===== src/rtl/fpnew_cast_out_buffer.sv =====
// fpnew_cast_out_buffer
// Output stage behind the float-to-float cast unit. Registers the cast
// result, status flags, NaN-box extension bit and tag behind a full-throughput
// 2-entry skid buffer. A stalled consumer therefore never back-pressures the
// cast datapath combinationally. It also keeps a sticky OR of the status of
// every retired result for the FP CSR.
//
// Ports
//   clk_i, rst_i          : clock, synchronous active-high reset
//   result_i/status_i/extension_bit_i/tag_i/in_valid_i -> in_ready_o : upstream
//   result_o/status_o/extension_bit_o/tag_o/out_valid_o <- out_ready_i : downstream
//   flush_i               : drop every buffered result (no retirement)
//   clear_flags_i         : clear accumulated flags (a same-cycle pop survives)
//   fflags_o              : sticky flags {NV,DZ,OF,UF,NX}
//   busy_o                : at least one entry held
module fpnew_cast_out_buffer #(
  parameter int unsigned DstWidth = 32,
  parameter type         TagType  = logic
) (
  input  logic                clk_i,
  input  logic                rst_i,
  input  logic [DstWidth-1:0] result_i,
  input  logic [4:0]          status_i,
  input  logic                extension_bit_i,
  input  TagType              tag_i,
  input  logic                in_valid_i,
  output logic                in_ready_o,
  input  logic                flush_i,
  output logic [DstWidth-1:0] result_o,
  output logic [4:0]          status_o,
  output logic                extension_bit_o,
  output TagType              tag_o,
  output logic                out_valid_o,
  input  logic                out_ready_i,
  input  logic                clear_flags_i,
  output logic [4:0]          fflags_o,
  output logic                busy_o
);

  typedef struct packed {
    logic [DstWidth-1:0] result;
    logic [4:0]          status;
    logic                ext;
    TagType              tag;
  } entry_t;

  typedef enum logic [1:0] {EMPTY, ONE, FULL} state_e;

  state_e state_q, state_d;
  entry_t main_q, skid_q, in_entry;
  logic   push, pop;
  logic   load_main, load_skid, skid_to_main;
  logic [4:0] fflags_q;

  assign in_entry = '{result: result_i, status: status_i, ext: extension_bit_i, tag: tag_i};

  // Ready comes from registered state only; reset gating is the single
  // combinational input-to-output path.
  assign in_ready_o  = (state_q != FULL) & ~rst_i;
  assign out_valid_o = (state_q != EMPTY);
  assign busy_o      = (state_q != EMPTY);

  assign push = in_valid_i & in_ready_o;
  assign pop  = out_valid_o & out_ready_i;

  always_comb begin
    state_d      = state_q;
    load_main    = 1'b0;
    load_skid    = 1'b0;
    skid_to_main = 1'b0;
    case (state_q)
      EMPTY: if (push) begin
        load_main = 1'b1;
        state_d   = ONE;
      end
      ONE: begin
        if (push && pop) begin
          load_main = 1'b1;
        end else if (push) begin
          load_skid = 1'b1;
          state_d   = FULL;
        end else if (pop) begin
          state_d = EMPTY;
        end
      end
      FULL: if (pop) begin
        skid_to_main = 1'b1;
        state_d      = ONE;
      end
      default: state_d = EMPTY;
    endcase
    // Flush wins over everything; data loads are suppressed so nothing
    // from the flush cycle lingers in storage.
    if (flush_i) begin
      state_d      = EMPTY;
      load_main    = 1'b0;
      load_skid    = 1'b0;
      skid_to_main = 1'b0;
    end
  end

  always_ff @(posedge clk_i) begin
    if (rst_i) begin
      state_q  <= EMPTY;
      fflags_q <= '0;
    end else begin
      state_q  <= state_d;
      // Clear applies before the OR so a status popped in the clear cycle
      // is kept.
      fflags_q <= (clear_flags_i ? 5'b0 : fflags_q)
                | ((pop & ~flush_i) ? main_q.status : 5'b0);
    end
  end

  // Payload storage is left unreset; validity is tracked by state_q.
  always_ff @(posedge clk_i) begin
    if (load_main)         main_q <= in_entry;
    else if (skid_to_main) main_q <= skid_q;
    if (load_skid)         skid_q <= in_entry;
  end

  assign result_o        = main_q.result;
  assign status_o        = main_q.status;
  assign extension_bit_o = main_q.ext;
  assign tag_o           = main_q.tag;
  assign fflags_o        = fflags_q;

endmodule


===== config.mk =====
export PLATFORM = sky130hd
export DESIGN_NAME = fpnew_cast_out_buffer
export DESIGN_NICKNAME = d
export VERILOG_FILES = /design/src/rtl/fpnew_cast_out_buffer.sv
export SDC_FILE = /design/constraint.sdc
export NUM_CORES = 1
export LEC_CHECK = 0
export ABC_AREA = 1
export BUFFER_PORTS_ARGS = -buffer_cell sky130_fd_sc_hd__buf_2
export CAP_MARGIN = 10
export CORE_ASPECT_RATIO = 0.7
export CORE_MARGIN = 1.5
export CORE_UTILIZATION = 35
export CTS_BUF_LIST = sky130_fd_sc_hd__clkbuf_4 sky130_fd_sc_hd__clkbuf_8
export CTS_CLUSTER_SIZE = 14
export DETAILED_ROUTE_END_ITERATION = 12
export HOLD_SLACK_MARGIN = 0.1
export SLEW_MARGIN = 20
export SYNTH_ARGS = -nofsm -noshare
export SYNTH_HDL_FRONTEND = slang
export SYNTH_SLANG_ARGS = --single-unit

===== constraint.sdc =====
create_clock -name clk_i -period 5.7 [get_ports clk_i]
set_input_delay 0.285 -clock clk_i [delete_from_list [all_inputs] [get_ports clk_i]]
set_output_delay 0.285 -clock clk_i [all_outputs]
set_load 0.02 [all_outputs]

# Yosys cells after proc, flatten, opt, wreduce, memory -nomap -nowiden
# Cells that the tools add are included.
[totals]
reg_bits = 85
inputBits = 45
out_inout_bits = 47
[classes]
n_eq_ne = 7
mux = 20
bitwise = 7
n_reduce_logical = 6
[op_table]
columns = ["operator", "n"]
rows = [
  ["two-way mux 39 bit", 2],
  ["two-way mux 2 bit", 5],
  ["two-way mux 5 bit", 2],
  ["two-way mux 1 bit", 9],
  ["!= test 2 bit, second input constant", 4],
  ["case mux 2 bit (3 select lines)", 1],
  ["OR 5 bit", 1],
  ["bitwise AND 1 bit", 4],
  ["AND reduction 4 bit", 1],
  ["nonzero test 2 bit", 2],
  ["!= test 3 bit, second input constant", 1],
  ["== test 2 x 1 -> 1 bit, second input constant", 1],
  ["== test 2 bit, second input constant", 1],
  ["logical NOT 2 bit", 1],
  ["NOT 1 bit", 2],
  ["case mux 1 bit (2 select lines)", 1],
  ["OR reduction 2 bit", 1],
  ["logical AND 1 bit", 1],
]

# Logic depth before layout (Yosys ltp)
[depth]
depth_word = 8
ltp_mapped = 8

# Worst setup path after synthesis
# No wires, ideal clock.
[synth_path]
path_type = "reg2reg"
start = "register state_q[1]"
end = "register main_q (netlist bit extension_bit_o), enable pin"
setup_time_ns = 0.495
arrival_time_ns = 3.743
required_time_ns = 5.205
setup_slack_ns = 1.462
path_stages_with_launch = 5
path_buffers = 0
synth_period_minus_slack_ns = 4.238
cell_sequence = "dfxtp_1 > inv_1 > nand2_1 > nand2_1 > o31ai_1"
[synth_lines]
columns = ["element", "line", "rtl"]
rows = [
  ["from (decl)", "49", "state_e state_q, state_d;"],
  ["from (signal assigned)", "107", "state_q <= state_d;"],
  ["nonzero test 2 bit (*)", "-", ""],
  ["net busy_o", "37", "output logic busy_o"],
  ["bitwise AND 1 bit (*)", "64", "assign pop = out_valid_o & out_ready_i;"],
  ["logical AND 1 bit", "77", "if (push && pop) begin"],
  ["two-way mux 1 bit", "77", ""],
  ["case mux 1 bit (2 select lines)", "71", "case (state_q)"],
  ["two-way mux 1 bit", "94", "if (flush_i) begin"],
  ["nonzero test 2 bit (no source line) (*)", "-", ""],
  ["to (signal assigned)", "117", "if (load_main) main_q <= in_entry;"],
  ["to (signal assigned)", "118", "else if (skid_to_main) main_q <= skid_q;"],
  ["to (decl)", "50", "entry_t main_q, skid_q, in_entry;"],
]
# Mark *: on every way through the listed nets, which the timed path passes. The rest lies on a longest branch.
# A chain may end at the register's enable or synchronous reset.

# Final worst setup path
[layout_path]
start = "register state_q[0]"
end = "register main_q (netlist bit result_o[29]), enable pin"
[layout_via]
elab_chain_cells = 8
[layout_rtl]
columns = ["element", "line", "rtl"]
rows = [
  ["!= test 2 bit", "59", "assign in_ready_o = (state_q != FULL) & ~rst_i;"],
  ["bitwise AND 1 bit", "59", ""],
  ["bitwise AND 1 bit", "63", "assign push = in_valid_i & in_ready_o;"],
  ["logical AND 1 bit", "77", ""],
  ["two-way mux 1 bit", "77", ""],
  ["case mux 1 bit (2 select lines)", "71", ""],
  ["two-way mux 1 bit", "94", ""],
  ["nonzero test 2 bit (no source line) (*)", "-", ""],
]
# Every way passes the cells marked *; elsewhere a longest branch is shown, timed or not.

==> impl_metrics.yaml <==
worst_hold_path:
  hp-class: "input pin to flip-flop"
yosys:
  yosys_warnings: 0
  yosysUniqueCellTypes: 19
  synth_seq_cells: 85
  avgSynthCellArea_um2: 12.6
  synthTopCellsByArea: "edfxtp_1, nand2_1, dfxtp_1"
  synth_top_area_share_pct: 72.7
  synth_xor_area_share_pct: 0
  synthCells: 256
  synth_top_family_by_area: "simple AND/OR/NAND/NOR gates"
  synthAdderAreaFrac_pct: 0
  yosys.area_share.simple_pct: 18.7
  syn-num-nets: 301
  muxShareOfSynthArea_pct: 0
  yosysSeqAreaShare_pct: 77.0
  synthesis.area_um2: 3220
  synth_compound_area_share_pct: 1.59
  yosysTopAreaCell: "edfxtp_1"
place:
  hpwl_um: 4280
  gp_congestion: 0.714
  place.port_buffers: 91
  dpl_cell_area_um2: 3800
global_route:
  top_usage_layer: "met1"
  grt_pass1_vias: 1907
  grt.overflow.total: 0
  grtUsageTotal_pct: 13.8
  grt_util_met3_pct: 5.43
  grt_use_met1_pct: 20.7
  grt_pass1_wl_um: 10200
  grt_max_degree: 41
  grt_use_met2_pct: 18.9
  antenna_found_initial: 0
clocking:
  clk_pin_slew_worst_paths_ns: 0.09
  cts-root-buf: "clkbuf_8"
  cts_buffers: 9
  h-tree-depth: 3
  cts.repair.resized: 0
  post_cts_buffers: 0
  clock_path_buffers: 2
  holdBufCountCts: 0
  clk_latency_ns: 0.35
  cts_tree: "built"
  cts_sinks: 85
layout:
  register_area_um2: 2480
  multi_input_area_um2: 672
  layout.nets: 395
  area_growth_pct: 24.4
  final_area_um2: 4010
  antennaDiodeCount: 0
  n_fill_cell: 888
  layout_common_cells: "nand2_1, buf_2, edfxtp_1"
  final_util_pct: 44.6
  final_common_cell: "nand2_1"
  drive_above_1_share_pct: 36.1
die:
  num_io_pins: 92
  start_util_pct: 35.8
  core-area_um2: 9000
  num_rows: 29
  dieArea_um2: 9800
  die_height_um: 83.3
  die_x_um: 118
timing:
  max_freq_mhz: 328
  setup_tns_ns: 0
  finalMaxSlewViolations: 0
  period_needed_ns: 3.05
  hold_viol: 0
  fin_worst_skew_ns: 0.0109
  setup-violations-final: 0
  max_slew_margin_pct: 32.4
  worst_pin_slew_ns: 1.01
  fin_crit_sh_pct: 53.5
  rsz0062_at_grt: "no"
setup_path:
  end_kind: "flip-flop"
  max_stage_delay_ns: 0.77
  cp_slowest_cell: "nor2_4"
  critPathMaxFanout: 40
  path_cells: "inv_2 > nand2_2 > nand3_2 > nor2_4 > inv_2 > o31ai_4 > buf_4"
  critPathArrivalTime_ns: 3.04
  critPathLaunchType: "flip-flop"
  cp.required_ns: 5.69
  cpMostUsedCell: "inv_2"
  worstSetupPathType: "flip-flop to flip-flop"
pwr:
  ir_drop_mv: 0.136
  p_leak_nw: 1.67
  power_density_nw_per_um2: 300
routing:
  drt_iter0_drc: 139
  wl_um: 6360
  wl_per_cell_um: 13.3
  drt-pass1-iter-count: 4
  avgViaCountPerCell: 4.22
  ant_nets: 0
  via_count: 2023
  drc: 0
flow_run:
  cap_violations: 0
status:
  status: "completed"
logic make-up (layout without fill, tap and decap cells):
group | count (synthesis) | count (layout)
DFF | 85 | 85
AOI/OAI and AO/OA | 9 | 9
and+or+nand+nor | 147 | 147
buffers and inverters | 15 | 114
metal layers:
layer  up-vias  wire length (µm)  part of all wire, %
li1       1041                 -                    -
met1       905              3240                   51
met2        71              2620                   41
met3         6               450                  7.1
met4         0                42                 0.66
met5         -                 0                    0
cell usage after synthesis, drive strengths merged:
master  instances
nand2         136
edfxtp         78
buf            10
nor2            8
a21oi           7
dfxtp           7
inv             5
nand3           1
nand4           1
nor3b           1
o21ai           1
o31ai           1
power breakdown:
group	total, W	internal, W	switching [W]
Combinational	0.0000706	0.0000237	0.0000469
Sequential	0.000692	0.000689	0.00000311
Clock	0.000442	0.000237	0.000205
Total	0.00120	0.000950	0.000255
critical path, delay by kind of cell, from the launching register on:
family / cells / cell delay (ns)
compound gates: 1 / 0.15
simple gates: 3 / 0.99
flops: 1 / 0.40
buf+inv: 3 / 1.11
state kept, by name, summed over array words and instances (netlist names):
signal and flops:
result_o 32, tag_o 1, skid_q 39, fflags_o 5, extension_bit_o 1, state_q 2
status_o 5
layout make-up:
class,instances,area share [%]
Clock buffer,13,4.15
Sequential cell,85,61.9
Timing Repair Buffer,93,11.7
Multi-Input combinational cell,156,16.8
Clock inverter,3,1.12
Inverter,5,0.468
Tap cell,124,3.87
final timing paths:
kind,slack (ns),start,cells after the start,endpoint
hold / removal,0.12,result_i[15],1,skid_q[22]$_DFFE_PP_
setup / recovery,2.65,state_q[0]$_SDFFE_PP0P_,7,result_o[29]$_DFFE_PP_
hold reg to reg,0.47,fflags_o[4]$_SDFF_PP0_,2,fflags_o[4]$_SDFF_PP0_
setup reg to reg,2.65,state_q[0]$_SDFFE_PP0P_,7,result_o[29]$_DFFE_PP_
metrics by stage:
stage                     std cells  hold slack [ns]  worst slack (ns)  power, W
after CTS                       479            0.112              2.59   0.00122
after global placement          463            0.453              2.68  0.000777
after global routing            479            0.101              2.32   0.00126
after floorplan                 256            0.357              1.46  0.000744
after detailed placement        463            0.455              2.61  0.000778
final                           479            0.124              2.65   0.00120
Power figures use the tool's default switching activity.
